$ cat src/rtl/ifmap_pingpong_loader.sv
// Ifmap stream loader: drains a FIFO-style stream into NUM_BANKS SRAM banks used round-robin.
// Optional macro IFSTORE_ROW_DONE_EN adds row_done_dout / row_idx_dout per-row completion outputs.
module ifmap_pingpong_loader #(
    parameter int TBITS     = 64,
    parameter int ADDR_BITS = 11,
    parameter int NUM_BANKS = 2,
    parameter int BANK_BITS = 1,
    parameter int CFG_BITS  = 12
) (
    input  logic                 clk,
    input  logic                 reset,
    input  logic                 start_if_store,
    input  logic [CFG_BITS-1:0]  cfg_row_words,
    input  logic [3:0]           cfg_num_rows,
    input  logic [TBITS-1:0]     ifstore_data_din,
    input  logic                 ifstore_empty_n_din,
    output logic                 ifstore_read_dout,
    output logic                 if_store_busy,
    output logic                 if_store_done,
    output logic                 cfg_err_dout,
    output logic [BANK_BITS-1:0] bank_sel_dout,
    output logic [NUM_BANKS-1:0] bank_full_dout,
    input  logic [NUM_BANKS-1:0] bank_release_din,
`ifdef IFSTORE_ROW_DONE_EN
    output logic                 row_done_dout,
    output logic [3:0]           row_idx_dout,
`endif
    output logic [NUM_BANKS-1:0] sram_cen_dout,
    output logic [NUM_BANKS-1:0] sram_wen_dout,
    output logic [ADDR_BITS-1:0] sram_addr_dout,
    output logic [TBITS-1:0]     sram_data_dout
);

    localparam int TOT_BITS = CFG_BITS + 4;
    localparam int DEPTH    = 1 << ADDR_BITS;

    typedef enum logic [1:0] {
        S_IDLE,
        S_WAIT_BANK,
        S_LOAD,
        S_DONE
    } state_t;

    state_t               r_state;
    state_t               w_state_nxt;

    logic [TOT_BITS-1:0]  w_total;
    logic [TOT_BITS-1:0]  r_total;
    logic [CFG_BITS-1:0]  r_wcnt;
    logic                 r_cfg_err;
    logic [BANK_BITS-1:0] r_bank_sel;
    logic [BANK_BITS-1:0] w_bank_nxt;
    logic [NUM_BANKS-1:0] r_bank_full;
    logic [NUM_BANKS-1:0] w_bank_onehot;
    logic [NUM_BANKS-1:0] r_cen;
    logic [ADDR_BITS-1:0] r_addr;
    logic [TBITS-1:0]     r_data;

    logic w_cfg_bad;
    logic w_accept;
    logic w_read;
    logic w_xfer;
    logic w_last;
    logic w_load_entry;

    assign w_total       = TOT_BITS'(cfg_row_words) * TOT_BITS'(cfg_num_rows);
    assign w_cfg_bad     = (w_total == '0) || (w_total > TOT_BITS'(DEPTH));
    assign w_accept      = (r_state == S_IDLE) && start_if_store && !w_cfg_bad;

    // Read strobe comes straight from registers so the stream is never over-read.
    assign w_read        = (r_state == S_LOAD) && (TOT_BITS'(r_wcnt) != r_total);
    assign w_xfer        = w_read && ifstore_empty_n_din;
    assign w_last        = w_xfer && ((TOT_BITS'(r_wcnt) + TOT_BITS'(1)) == r_total);

    assign w_bank_onehot = NUM_BANKS'(1) << r_bank_sel;
    assign w_bank_nxt    = (r_bank_sel == BANK_BITS'(NUM_BANKS - 1)) ? '0
                                                                    : r_bank_sel + BANK_BITS'(1);
    assign w_load_entry  = (r_state != S_LOAD) && (w_state_nxt == S_LOAD);

    always_comb begin
        // NOTE: default assigned first so no path leaves the signal unassigned (no latch).
        w_state_nxt = r_state;
        case (r_state)
            S_IDLE: begin
                if (w_accept) begin
                    w_state_nxt = r_bank_full[r_bank_sel] ? S_WAIT_BANK : S_LOAD;
                end
            end
            S_WAIT_BANK: begin
                if (!r_bank_full[r_bank_sel]) begin
                    w_state_nxt = S_LOAD;
                end
            end
            S_LOAD: begin
                if (w_last) begin
                    w_state_nxt = S_DONE;
                end
            end
            S_DONE:  w_state_nxt = S_IDLE;
            default: w_state_nxt = S_IDLE;
        endcase
    end

    always_ff @(posedge clk or negedge reset) begin
        // NOTE: non-blocking assignments for all clocked state so every flop samples pre-edge values.
        if (!reset) begin
            r_state <= S_IDLE;
        end else begin
            r_state <= w_state_nxt;
        end
    end

    always_ff @(posedge clk or negedge reset) begin
        if (!reset) begin
            r_total     <= '0;
            r_wcnt      <= '0;
            r_cfg_err   <= 1'b0;
            r_bank_sel  <= '0;
            r_bank_full <= '0;
        end else begin
            // Any start seen in IDLE re-evaluates the error flag; a good one also latches the size.
            if ((r_state == S_IDLE) && start_if_store) begin
                r_cfg_err <= w_cfg_bad;
                if (!w_cfg_bad) begin
                    r_total <= w_total;
                end
            end

            if (w_load_entry) begin
                r_wcnt <= '0;
            end else if (w_xfer) begin
                r_wcnt <= r_wcnt + CFG_BITS'(1);
            end

            if (r_state == S_DONE) begin
                r_bank_sel <= w_bank_nxt;
            end

            // Set is OR-ed after the release mask, so a same-cycle set wins.
            r_bank_full <= (r_bank_full & ~bank_release_din)
                         | ((r_state == S_DONE) ? w_bank_onehot : '0);
        end
    end

    // Write port: one-cycle latency from the stream transfer to the SRAM strobe.
    always_ff @(posedge clk or negedge reset) begin
        // NOTE: address/data flops are reset too, so the SRAM bus is quiet and known out of reset.
        if (!reset) begin
            r_cen  <= '1;
            r_addr <= '0;
            r_data <= '0;
        end else if (w_xfer) begin
            r_cen  <= ~w_bank_onehot;
            r_addr <= r_wcnt[ADDR_BITS-1:0];
            r_data <= ifstore_data_din;
        end else begin
            r_cen  <= '1;
        end
    end

`ifdef IFSTORE_ROW_DONE_EN
    logic [CFG_BITS-1:0] r_row_words;
    logic [CFG_BITS-1:0] r_col;
    logic [3:0]          r_row_cnt;
    logic [3:0]          r_row_idx;
    logic                r_row_done;

    // Row pulse is registered on the same edge as the write strobe, so both appear together.
    always_ff @(posedge clk or negedge reset) begin
        if (!reset) begin
            r_row_words <= '0;
            r_col       <= '0;
            r_row_cnt   <= '0;
            r_row_idx   <= '0;
            r_row_done  <= 1'b0;
        end else begin
            r_row_done <= 1'b0;
            if (w_accept) begin
                r_row_words <= cfg_row_words;
            end
            if (w_load_entry) begin
                r_col     <= '0;
                r_row_cnt <= '0;
            end else if (w_xfer) begin
                if (r_col == (r_row_words - CFG_BITS'(1))) begin
                    r_col      <= '0;
                    r_row_cnt  <= r_row_cnt + 4'd1;
                    r_row_idx  <= r_row_cnt;
                    r_row_done <= 1'b1;
                end else begin
                    r_col <= r_col + CFG_BITS'(1);
                end
            end
        end
    end

    assign row_done_dout = r_row_done;
    assign row_idx_dout  = r_row_idx;
`endif

    assign ifstore_read_dout = w_read;
    assign if_store_busy     = (r_state == S_WAIT_BANK) || (r_state == S_LOAD);
    assign if_store_done     = (r_state == S_DONE);
    assign cfg_err_dout      = r_cfg_err;
    assign bank_sel_dout     = r_bank_sel;
    assign bank_full_dout    = r_bank_full;
    assign sram_cen_dout     = r_cen;
    assign sram_wen_dout     = r_cen;
    assign sram_addr_dout    = r_addr;
    assign sram_data_dout    = r_data;

endmodule
$ cat config.mk
export PLATFORM = sky130hd
export DESIGN_NAME = ifmap_pingpong_loader
export DESIGN_NICKNAME = d
export VERILOG_FILES = /design/src/rtl/ifmap_pingpong_loader.sv
export SDC_FILE = /design/constraint.sdc
export NUM_CORES = 1
export LEC_CHECK = 0
export BUFFER_PORTS_ARGS = -buffer_cell sky130_fd_sc_hd__clkbuf_2
export CORE_ASPECT_RATIO = 0.8
export CORE_MARGIN = 3
export CORE_UTILIZATION = 45
export DETAILED_ROUTE_END_ITERATION = 16
export PLACE_DENSITY = 0.7
export SYNTH_ARGS = -nofsm -noshare
export SYNTH_HDL_FRONTEND = slang
export SYNTH_SLANG_ARGS = --single-unit
$ cat constraint.sdc
create_clock -name clk -period 3.57 [get_ports clk]
set_input_delay 0.714 -clock clk [delete_from_list [all_inputs] [get_ports clk]]
set_output_delay 0.714 -clock clk [all_outputs]
set_load 0.01 [all_outputs]
After elaboration in Yosys (flattened, before gate mapping)
Index checks and enable logic that the tools add are counted.
- bits in registers: 111
- input port bits: 86
- output and inout port bits: 86
- word-level logic and storage cells: 53
- add/subtract/negate cells: 3
- multipliers: 1
- order comparisons: 2
- equal/unequal tests: 7
- shift-type cells: 1
- mux-type cells: 12
- bitwise gates (word level): 5
- reduce and logical (&&, ||, !) cells: 13
- operator list (cell ; number):
    12-bit two-way mux ; 2
    13-bit by 16-bit equality test with 1-bit output ; 1
    16-bit by 12-bit greater-than comparator with 1-bit output (second input constant) ; 1
    16-bit zero test ; 1
    12-bit by 4-bit multiplier with 16-bit output ; 1
    12-bit by 16-bit inequality test with 1-bit output ; 1
    12-bit by 1-bit adder with 13-bit output (second input constant) ; 1
    12-bit by 1-bit adder with 12-bit output (second input constant) ; 1
    2-bit two-way mux ; 6
    2-bit case mux with 4 select lines ; 1
    2-bit equality test (second input constant) ; 3
    1-bit logical AND ; 6
    2-bit inverter ; 2
    1-bit two-way mux ; 3
    2-bit bitwise AND ; 1
    2-bit by 1-bit equality test with 1-bit output (second input constant) ; 1
    2-bit zero test ; 1
    1-bit logical OR ; 2
    1-bit by 2-bit < comparator with 1-bit output (second input constant) ; 1
    2-bit inequality test (second input constant) ; 1
    2-bit OR ; 1
    2-bit AND reduction ; 1
    2-bit nonzero test ; 1
    1-bit by 1-bit << shifter with 2-bit output (first input constant) ; 1
    other kinds (3) ; 3

Logic depth before layout (Yosys ltp)
Gate-level depths: netlist of run 1.
- depth in word-level cells: 10
- gate-level depth with buffers: 19
- mapped depth without buffers: 15

Worst setup path after synthesis of run 1
Ideal clock, no wire load.
- path type: input -> register
- start: input cfg_num_rows[3]
- end: register r_wcnt[1]
- setup time: 0.137 ns
- arrival: 4.854 ns
- data required time: 3.433 ns
- slack: -1.421 ns
- stages: 17
- path buffers: 2
- path through: clkbuf_1 -> and2_1 -> fa_1 -> inv_1 -> fa_1 -> inv_1 -> ha_1 -> a21oi_1 -> a21oi_1 -> or3_4 -> o311a_4 -> nor4_4 -> nand3_2 -> a221o_1 -> a211oi_2 -> buf_6 -> a21oi_1
- word-level cells in the longest chain between the ends: 10
- elaborated cells between the ends (all ways): 12
- classes of those cells: mul (1); order compare (1); eq/ne (1); mux (3); reduce/logical (6)
- ends and longest elaborated chain (what ; line ; source):
    start, declared ; 14 ; input logic [3:0] cfg_num_rows,
    12-bit by 4-bit multiplier with 16-bit output * ; 66 ; assign w_total = TOT_BITS'(cfg_row_words) * TOT_BITS'(cfg_num_rows);
    16-bit by 12-bit greater-than comparator with 1-bit output or 16-bit zero test (tied branches) ; 67 ; assign w_cfg_bad = (w_total == '0) || (w_total > TOT_BITS'(DEPTH));
    1-bit logical OR * ; 67 ;
    1-bit zero test * ; n/a ;
    1-bit logical AND * ; 68 ; assign w_accept = (r_state == S_IDLE) && start_if_store && !w_cfg_bad;
    2-bit two-way mux * ; 85 ; if (w_accept) begin
    2-bit case mux with 4 select lines * ; 83 ; case (r_state)
    2-bit equality test * ; 78 ; assign w_load_entry = (r_state != S_LOAD) && (w_state_nxt == S_LOAD);
    1-bit logical AND * ; 78 ;
    12-bit two-way mux or 2-bit nonzero test (tied branches) ; n/a ;
    end signal, assigned ; 132 ; r_wcnt <= r_wcnt + CFG_BITS'(1);
    end, declared ; 49 ; logic [CFG_BITS-1:0] r_wcnt;
Every way passes the cells marked *; elsewhere a longest branch is shown, timed or not.
A chain may end at the register's enable or synchronous reset.

Worst setup path in the final report of run 1
- start: input cfg_num_rows[3]
- end: register r_wcnt[0]
Same word-level chain as after synthesis.

==> summary.txt, run 1 <==
Layout
  – Nets@finish: 1,086
  – Fin util: 64.66%
  – Fill cells: 1,138
  – Commonest non-fill, non-tap cell in the layout: nand2_1
  – Share of layout cells above drive strength 1: 40.04%
  – Most frequent cells in the layout: nand2_1 (231), clkbuf_2 (167), dfrtp_1 (109)
  – Layout area overhead: 37.35%
  – Antenna diode count: 0

Yosys
  – Commonest register cell after synthesis: dfrtp_1
  – Synthesized netlist cell count: 712
  – Register area share after synthesis: 42.53%
  – Syn avg cell area: 9.180 µm²
  – Number of synthesized register bits: 111
  – Area share of the largest cell type after synthesis: 41.73%
  – EDFF count, synth: 0
  – Synthesized Nets: 844
  – Async SR Flop Fraction: 100.0%
  – Yosys warning total: 0
  – Mapped cell area: 6536 µm²
  – Synth unique cells: 67
  – Post-synth top area cell: dfrtp_1
  – Synth top area cells: dfrtp_1 (42%), nand2_1 (14%), fa_1 (6.1%), ha_1 (5.0%), and2_1 (3.7%)

Run status
  – Violated checks: setup timing
  – Status: finished with violations

STA
  – Tcrit/Tclk final: 125.0%
  – Skew final: 10.91 ps
  – Unrepaired setup endpoints after global routing: yes
  – Rel. slew slack: 51.28%
  – Worst setup margin: -891.0 ps
  – Final Slew Violations: 0
  – FMAX: 224.2 MHz
  – Final Setup Violations: 31
  – Hold Vio Cnt, Final: 0
  – Minimum clock period: 4461 ps
  – Worst-Margin Slew: 730.7 ps

Drt
  – Wire length per cell: 14.82 µm
  – DRC Markers: 0
  – Drt total wl: 16,880 µm
  – Vias: 5,675
  – Vias per inst: 4.982
  – DRT Pass-1 Iters: 4
  – Antenna-violating nets left: 0
  – 1st-iter DRT viols: 375

Worst hold path
  – Hold crit path type: in -> async

Die
  – Die Ht: 113.8 µm
  – IO Count: 172
  – Num rows: 38
  – Total core area: 13,880 µm²
  – DIE WIDTH: 140.7 µm
  – Initial core utilization: 47.08%
  – Die Footprint: 16,020 µm²

Setup path
  – Cell breakdown of the critical path: clkbuf_16 > and2_4 > fa_1 > inv_2 > fa_1 > inv_2 > ha_4 > o211a_1 > o31a_1 > o2111ai_2 > and3_4 > nor4_4 > nand3_2 > o31a_1 > a311oi_4 > buf_12 > a21oi_1
  – CP max stage cell: fa_1
  – CP Class: in -> reg
  – Crit path arrival time: 4700 ps
  – Crit. End Element: register
  – CP startpoint kind: input port
  – CP max stage delay: 550 ps
  – Req. time, crit path: 3800 ps
  – Max FO, Critical Path: 13

Placed design
  – Number of buffers added on ports: 171
  – Post-detail-place hpwl: 12,230 µm
  – Post-place setup slack: -1356 ps
  – Gp weighted congestion: 0.8607

Clock network
  – CTS Sinks: 111
  – Max Root-Sink Buffers: 2
  – Root Driver: clkbuf_16
  – Hold bufs inserted after CTS: 0
  – CTS tree: done
  – H-Tree Depth: 3
  – Clock transition at path regs: 70 ps
  – CTS buffer count: 9
  – Clock insertion delay at the later pin of the skew report: 350 ps

Global routing
  – Pin count of the biggest net entering global routing: 72
  – All-Layer GR Usage: 20.45%
  – First-pass GRT wire length: 27,090 µm
  – Initial antenna violation count: 0
  – Grt ovf: 0
  – Vias in the first global route: 5,538

Job
  – Max-Cap Viols: 0

Power and ir drop
  – Leakage power: 4.660 nW
  – Pwr/cell area: 601.5 nW/µm²
  – Worst-case vdd ir drop: 0.3641 mV
## routing by layer
metal	share of wire (%)	vias to the layer above	GRT usage, %
li1	-	2794	-
met1	46	2721	29.33
met2	48	135	32.62
met3	4.7	25	4.191
met4	1.2	0	3.938
met5	0	-	0
## what timing repair did
item                                   CTS  global route
pin swaps                               13             3
endpoints found under the hold margin    0             0
resized for setup                       49            41
gates cloned                             1             0
buffers inserted                         5             7
setup endpoints to repair               31            31
## kinds of logic (layout without fill, tap and decap cells)
| group | after synthesis | count (layout) | share of synthesized area, % |
|---|---|---|---|
| AND/OR/NAND/NOR | 348 | 348 | 24.06 |
| flip-flops | 111 | 111 | 42.53 |
| AO/OA/AOI/OAI | 78 | 78 | 9.112 |
| buffers and inverters | 70 | 317 | 4.498 |
| adder cells (fa/ha/maj) | 46 | 46 | 11.10 |
| XOR/XNOR | 41 | 41 | 5.609 |
| multiplexers | 18 | 18 | 3.082 |
## worst max-delay path: cells and delay by family
family          cells  cell delay (ps)
compound gates      6             1370
fa+ha+maj           3             1390
buf+inv             4              430
simple gates        4              810
## per-stage QoR
| stage | setup TNS (ps) | total power, mW | std cells | instance area (µm²) | hold slack (ps) |
|---|---|---|---|---|---|
| finish | -24720 | 5.400 | 1139 | 8977 | 417.6 |
| global route | -29410 | 5.749 | 1139 | 8977 | 469.5 |
| CTS | -22050 | 5.269 | 1132 | 8750 | 450.6 |
| detailed placement | -37530 | 4.113 | 1110 | 8199 | 461.0 |
| global placement | -35010 | 4.061 | 1110 | 8199 | 455.8 |
| floorplan | -29370 | 3.198 | 712 | 6646 | 418.4 |
## state kept, by name (all words and copies together), names as in the netlist
signal / flops
bank_full_dout: 2
bank_sel_dout: 1
cfg_err_dout: 1
r_state: 2
r_total: 16
r_wcnt: 12
sram_addr_dout: 11
sram_cen_dout: 2
sram_data_dout: 64
## power by group
| part | switching, mW | total [mW] | internal [mW] |
|---|---|---|---|
| clock | 0.471 | 1.06 | 0.589 |
| combinational | 1.26 | 2.39 | 1.13 |
| sequential | 0.298 | 1.95 | 1.65 |
## Yosys cell counts, types with 2 or more instances
library cell,n
nand2_1,238
dfrtp_1,109
inv_1,40
and2_1,39
ha_1,26
xnor2_1,23
fa_1,20
nor2_1,18
mux2_2,17
xor2_1,17
a21oi_1,15
nor3_1,15
clkbuf_1,13
o21ai_0,10
a21oi_2,9
buf_1,7
nand3_1,6
nand4_1,5
o21a_1,5
buf_2,4
nand2b_1,4
nor2b_1,4
o31ai_1,4
a31oi_1,3
and3_1,3
buf_4,3
nor4_1,3
o211ai_1,3
o31a_1,3
a211oi_1,2
a21o_1,2
buf_6,2
dfstp_2,2
nor4_4,2
o21ai_1,2
o21bai_1,2
o22ai_1,2
## cell type report
class                      instances  area (µm²)  share of cell area, %
clock buffer                      11       252.7                  2.815
clock inverter                     5       65.06                 0.7247
inverter                          41       153.9                  1.714
multi-input combinational        531        3826                  42.62
sequential                       111        2780                  30.97
tap                              180       225.2                  2.509
timing repair buffer             260        1674                  18.65
## path summary, 6_finish.rpt
path / from / slack (ps) / endpoint / depth (start not counted)
max: cfg_num_rows[3] / -890 / r_wcnt[0]$_DFFE_PN0P_ / 17
min: reset / 420 / sram_data_dout[26]$_DFFE_PN0P_ / 1
max reg2reg: r_wcnt[1]$_DFFE_PN0P_ / 450 / r_wcnt[0]$_DFFE_PN0P_ / 11
min reg2reg: sram_data_dout[32]$_DFFE_PN0P_ / 480 / sram_data_dout[32]$_DFFE_PN0P_ / 2
max in group asynchronous: reset / 2420 / sram_cen_dout[0]$_DFF_PN1_ / 2
min in group clk: sram_data_dout[32]$_DFFE_PN0P_ / 480 / sram_data_dout[32]$_DFFE_PN0P_ / 2
Note: power is estimated with default switching activity, not from simulation.
==> inputs of run 2 (changes only) <==
Clock period 3.57 ns to 5.04 ns, I/O delays scaled along.
==> run 2 against run 1 <==
The run now ends clean; global-route usage is 1.1 points lower; sequential share of layout area is 2.1 points higher; core utilization is 4.1 points lower; combinational power is 38% lower; clock power is 35% lower; cell area is 6.3% lower; non-clock buffer count is 30 lower; worst setup slack better by 1000 ps; via count is 3.1% lower; cell count is 2.6% lower; register-to-register slack better by 1300 ps; largest cell class unchanged; highest routed layer unchanged.
==> summary.txt, run 2 (same netlist as run 1, synthesis figures left out) <==
Power and ir drop
  – Worst-case vdd ir drop: 0.2546 mV
  – Leakage power: 4.394 nW
  – Total power: 3.560 mW
  – Pwr/cell area: 423.3 nW/µm²

Clock network
  – Root Driver: clkbuf_16
  – H-Tree Depth: 3
  – CTS buffer count: 9
  – Hold bufs inserted after CTS: 0
  – Clock transition at path regs: 70 ps
  – CTS Sinks: 111
  – Clock insertion delay at the later pin of the skew report: 340 ps
  – Max Root-Sink Buffers: 2
  – CTS tree: done

STA
  – Minimum clock period: 4904 ps
  – FMAX: 203.9 MHz
  – Skew final: 7.405 ps
  – Hold Vio Cnt, Final: 0
  – Worst-Margin Slew: 961.0 ps
  – Final Slew Violations: 0
  – Final Setup Violations: 0
  – Rel. slew slack: 35.94%
  – Tcrit/Tclk final: 97.31%

Layout
  – Final non-filler cell total: 1,109
  – Number of flip-flops in the largest register: 64
  – Nets@finish: 1,056
  – Commonest non-fill, non-tap cell in the layout: nand2_1
  – Antenna diode count: 0
  – Fin util: 60.57%
  – Fill cells: 1,239
  – Most frequent cells in the layout: nand2_1 (237), clkbuf_2 (168), dfrtp_1 (109)
  – Share of layout cells above drive strength 1: 33.58%
  – Layout area overhead: 28.66%

Placed design
  – Gp weighted congestion: 0.8181
  – Number of buffers added on ports: 171
  – Post-detail-place hpwl: 11,910 µm
  – Cells after DPL: 1,087

Drt
  – 1st-iter DRT viols: 237
  – Vias per inst: 4.959
  – DRC Markers: 0
  – Drt total wl: 15,850 µm
  – Antenna-violating nets left: 0
  – DRT Pass-1 Iters: 4
  – Vias: 5,499
  – Wire length per cell: 14.29 µm

Setup path
  – FF-to-FF path depth: 11
  – CP startpoint kind: input port
  – Crit path arrival time: 5130 ps
  – Max FO, Critical Path: 8
  – CP Class: in -> reg
  – Crit. End Element: register
  – Req. time, crit path: 5260 ps

Global routing
  – First-pass GRT wire length: 25,870 µm
  – Grt ovf: 0
  – Initial antenna violation count: 0
  – Vias in the first global route: 5,264
  – All-Layer GR Usage: 19.36%
  – Pin count of the biggest net entering global routing: 77

Worst hold path
  – Hold crit path type: reg -> reg
  – Min-Delay Path Depth: 2

Die
  – Die Ht: 113.8 µm
  – IO Count: 172
  – DIE WIDTH: 140.7 µm
  – Initial core utilization: 47.08%
  – Num rows: 38
  – Die Footprint: 16,020 µm²
  – Total core area: 13,880 µm²

Job
  – Max-Cap Viols: 0

Run status
  – Status: finished, final reports clean
run 2: final cells by class:
cell class | count | area [µm²] | share of cell area, %
clock buffers | 11 | 252.7 | 3.005
clock inverters | 5 | 38.79 | 0.4612
inverters | 41 | 153.9 | 1.830
multi-input cells | 531 | 3612 | 42.95
flip-flops and latches | 111 | 2780 | 33.06
well taps | 180 | 225.2 | 2.678
repair buffers | 230 | 1346 | 16.01
run 2: power by group:
part	switching [mW]	internal (mW)
clock	0.325	0.367
combinational	0.811	0.682
sequential	0.206	1.17
total	1.34	2.22
run 2: layer usage:
metal | track usage [%] | wire [µm] | vias to the layer above
met5 | 0 | 0 | -
met4 | 4.325 | 240 | 0
met3 | 3.269 | 723 | 18
met2 | 29.53 | 7084 | 124
met1 | 29.19 | 7799 | 2622
li1 | - | - | 2735
run 2: final timing paths:
path | from | to | slack (ps)
setup / recovery | cfg_num_rows[2] | r_wcnt[4]$_DFFE_PN0P_ | 140
hold / removal | sram_data_dout[25]$_DFFE_PN0P_ | sram_data_dout[25]$_DFFE_PN0P_ | 470
setup reg to reg | r_wcnt[0]$_DFFE_PN0P_ | r_wcnt[0]$_DFFE_PN0P_ | 1700
hold reg to reg | sram_data_dout[25]$_DFFE_PN0P_ | sram_data_dout[25]$_DFFE_PN0P_ | 470
max in group asynchronous | reset | sram_addr_dout[1]$_DFFE_PN0P_ | 3190
min in group asynchronous | reset | sram_data_dout[36]$_DFFE_PN0P_ | 820
run 2: critical path, stage by stage:
cell and delay (ps):
clkbuf_2 140, and2_1 190, fa_1 490, inv_1 50, fa_1 540, inv_1 70, ha_4 260, nand4_1 160
a21oi_2 60, or3_4 380, o311a_4 320, nor4_4 320, nand3_2 140, a221o_1 340, a211oi_4 370, clkbuf_16 240
a21oi_2 50
run 2: per-stage QoR:
step	hold WS [ps]	setup WS [ps]	TNS [ps]	area, µm²
floorplan	454.5	-2.571	-2.571	6594
global placement	457.6	-107.7	-1230	7949
detailed placement	461.1	-208.8	-3335	7949
CTS	478.5	174.1	0	8240
global route	499.8	-45.08	-269.4	8409
finish	474.5	135.5	0	8409
run 2: timing repair:
item	CTS	global route
buffers inserted	0	5
resized for setup	0	20
hold endpoints to repair	0	0
endpoints found under the setup margin	0	13
==> inputs of run 3 (changes only) <==
Settings changed: SETUP_SLACK_MARGIN set to 0.2.
==> run 3 against run 2 <==
Maximum frequency fell by 0.48%; worst setup slack got worse by 24 ps; die area did not move; sequential share of layout area barely moved; cell count fell by 0.54%; largest cell class unchanged; largest power group unchanged; power rose by 1.2%.
==> summary.txt, run 3 (same netlist as run 1, synthesis figures left out) <==
Run status
  – Status: finished, final reports clean

Layout
  – Nets@finish: 1,050
  – Share of layout cells above drive strength 1: 33.69%
  – Final instance area: 8413 µm²
  – Commonest non-fill, non-tap cell in the layout: nand2_1
  – Most frequent cells in the layout: nand2_1 (237), clkbuf_2 (166), dfrtp_1 (109)
  – Fill cells: 1,196
  – Antenna diode count: 0
  – Number of flip-flops in the largest register: 64
  – Layout area overhead: 28.71%

STA
  – Rel. slew slack: 37.00%
  – FMAX: 202.9 MHz
  – Hold Vio Cnt, Final: 0
  – Minimum clock period: 4928 ps
  – Final Setup Violations: 0
  – Tcrit/Tclk final: 97.78%
  – Final Slew Violations: 0
  – Skew final: 8.154 ps
  – Worst-Margin Slew: 944.9 ps
  – Unrepaired setup endpoints after global routing: yes
  – TNS Setup: 0 ps

Placed design
  – DP Area: 7941 µm²
  – Gp weighted congestion: 0.8158
  – Post-detail-place hpwl: 11,990 µm
  – Number of buffers added on ports: 171

Clock network
  – CTS tree: done
  – CTS Sinks: 111
  – Max Root-Sink Buffers: 2
  – CTS buffer count: 9
  – Clock insertion delay at the later pin of the skew report: 350 ps
  – H-Tree Depth: 3
  – Hold bufs inserted after CTS: 0
  – Clock transition at path regs: 80 ps
  – Root Driver: clkbuf_16

Global routing
  – Grt ovf: 0
  – First-pass GRT wire length: 25,890 µm
  – Vias in the first global route: 5,227
  – All-Layer GR Usage: 19.64%
  – Initial antenna violation count: 0
  – Pin count of the biggest net entering global routing: 77

Drt
  – Vias per inst: 4.926
  – Drt total wl: 15,990 µm
  – Vias: 5,433
  – DRT Pass-1 Iters: 5
  – Wire length per cell: 14.49 µm
  – Antenna-violating nets left: 0
  – 1st-iter DRT viols: 301
  – DRC Markers: 0

Worst hold path
  – Hold crit path type: reg -> reg

Die
  – IO Count: 172
  – DIE WIDTH: 140.7 µm
  – Total core area: 13,880 µm²
  – Initial core utilization: 47.08%
  – Num rows: 38
  – Die Footprint: 16,020 µm²
  – Die Ht: 113.8 µm

Setup path
  – Max FO, Critical Path: 13
  – Crit path arrival time: 5160 ps
  – Req. time, crit path: 5270 ps
  – CP Class: in -> reg
  – Crit. End Element: register
  – CP startpoint kind: input port

Power and ir drop
  – Pwr/cell area: 428.0 nW/µm²
  – Worst-case vdd ir drop: 0.2331 mV
  – Leakage power: 4.389 nW

Job
  – Max-Cap Viols: 0
## run 3: repair_timing
| action | 4_1_cts | 5_1_grt |
|---|---|---|
| resized for setup | 0 | 35 |
| buffers inserted | 0 | 4 |
| hold endpoints to repair | 0 | 0 |
| setup endpoints to repair | 0 | 29 |
## run 3: routing by layer
layer | GRT usage (%) | vias to the layer above | wire (µm)
li1 | - | 2715 | -
met2 | 30.68 | 128 | 7446
met5 | 0 | - | 0
met3 | 3.604 | 19 | 714
met4 | 4.842 | 0 | 251
met1 | 28.61 | 2571 | 7574
## run 3: through the flow
stage / cells / total power [mW] / hold WS [ps] / util, % / setup WS (ps)
after floorplan: 712 / 2.261 / 454.5 / - / 13.24
after global placement: 1082 / 2.819 / 457.8 / 57.20 / -86.00
after detailed placement: 1082 / 2.849 / 460.9 / 57.20 / -166.3
after CTS: 1098 / 3.585 / 479.7 / 59.39 / 217.7
after global routing: 1103 / 3.866 / 497.7 / 60.60 / -12.72
final: 1103 / 3.601 / 475.0 / 60.60 / 111.9
## run 3: final cells by class
cell class	instances	area [µm²]	share of cell area (%)
Clock buffer	9	225.2	2.677
Multi-Input combinational cell	531	3620	43.02
Sequential cell	111	2780	33.05
Tap cell	180	225.2	2.677
Clock inverter	7	78.83	0.9369
Inverter	41	153.9	1.829
Timing Repair Buffer	224	1330	15.81
## run 3: path summary, 6_finish.rpt
path	startpoint	end	slack, ps	cells past startpoint
setup / recovery	cfg_row_words[3]	r_wcnt[11]$_DFFE_PN0P_	110	18
hold reg to reg	sram_data_dout[8]$_DFFE_PN0P_	sram_data_dout[8]$_DFFE_PN0P_	470	2
max in group asynchronous	reset	sram_cen_dout[1]$_DFF_PN1_	3200	2
min in group asynchronous	reset	sram_data_dout[38]$_DFFE_PN0P_	790	1
setup reg to reg	r_wcnt[0]$_DFFE_PN0P_	r_wcnt[11]$_DFFE_PN0P_	1720	11
hold / removal	sram_data_dout[8]$_DFFE_PN0P_	sram_data_dout[8]$_DFFE_PN0P_	470	2
## run 3: critical path, cell delays in order
cell and delay [ps]:
clkbuf_2 110, and2_1 180, fa_1 530, inv_1 60, fa_1 540, inv_1 60, ha_4 230, a21oi_4 150
nor2_1 80, or3_4 400, o311a_4 320, nor4_4 350, nand3_4 110, buf_4 160, o31a_1 320, a311oi_4 260
buf_12 200, a21oi_1 70
## run 3: power breakdown
| group | total [mW] | internal (mW) | switching, mW |
|---|---|---|---|
| clock network | 0.727 | 0.391 | 0.336 |
| logic | 1.50 | 0.687 | 0.812 |
| registers | 1.38 | 1.17 | 0.208 |
| total | 3.60 | 2.25 | 1.35 |
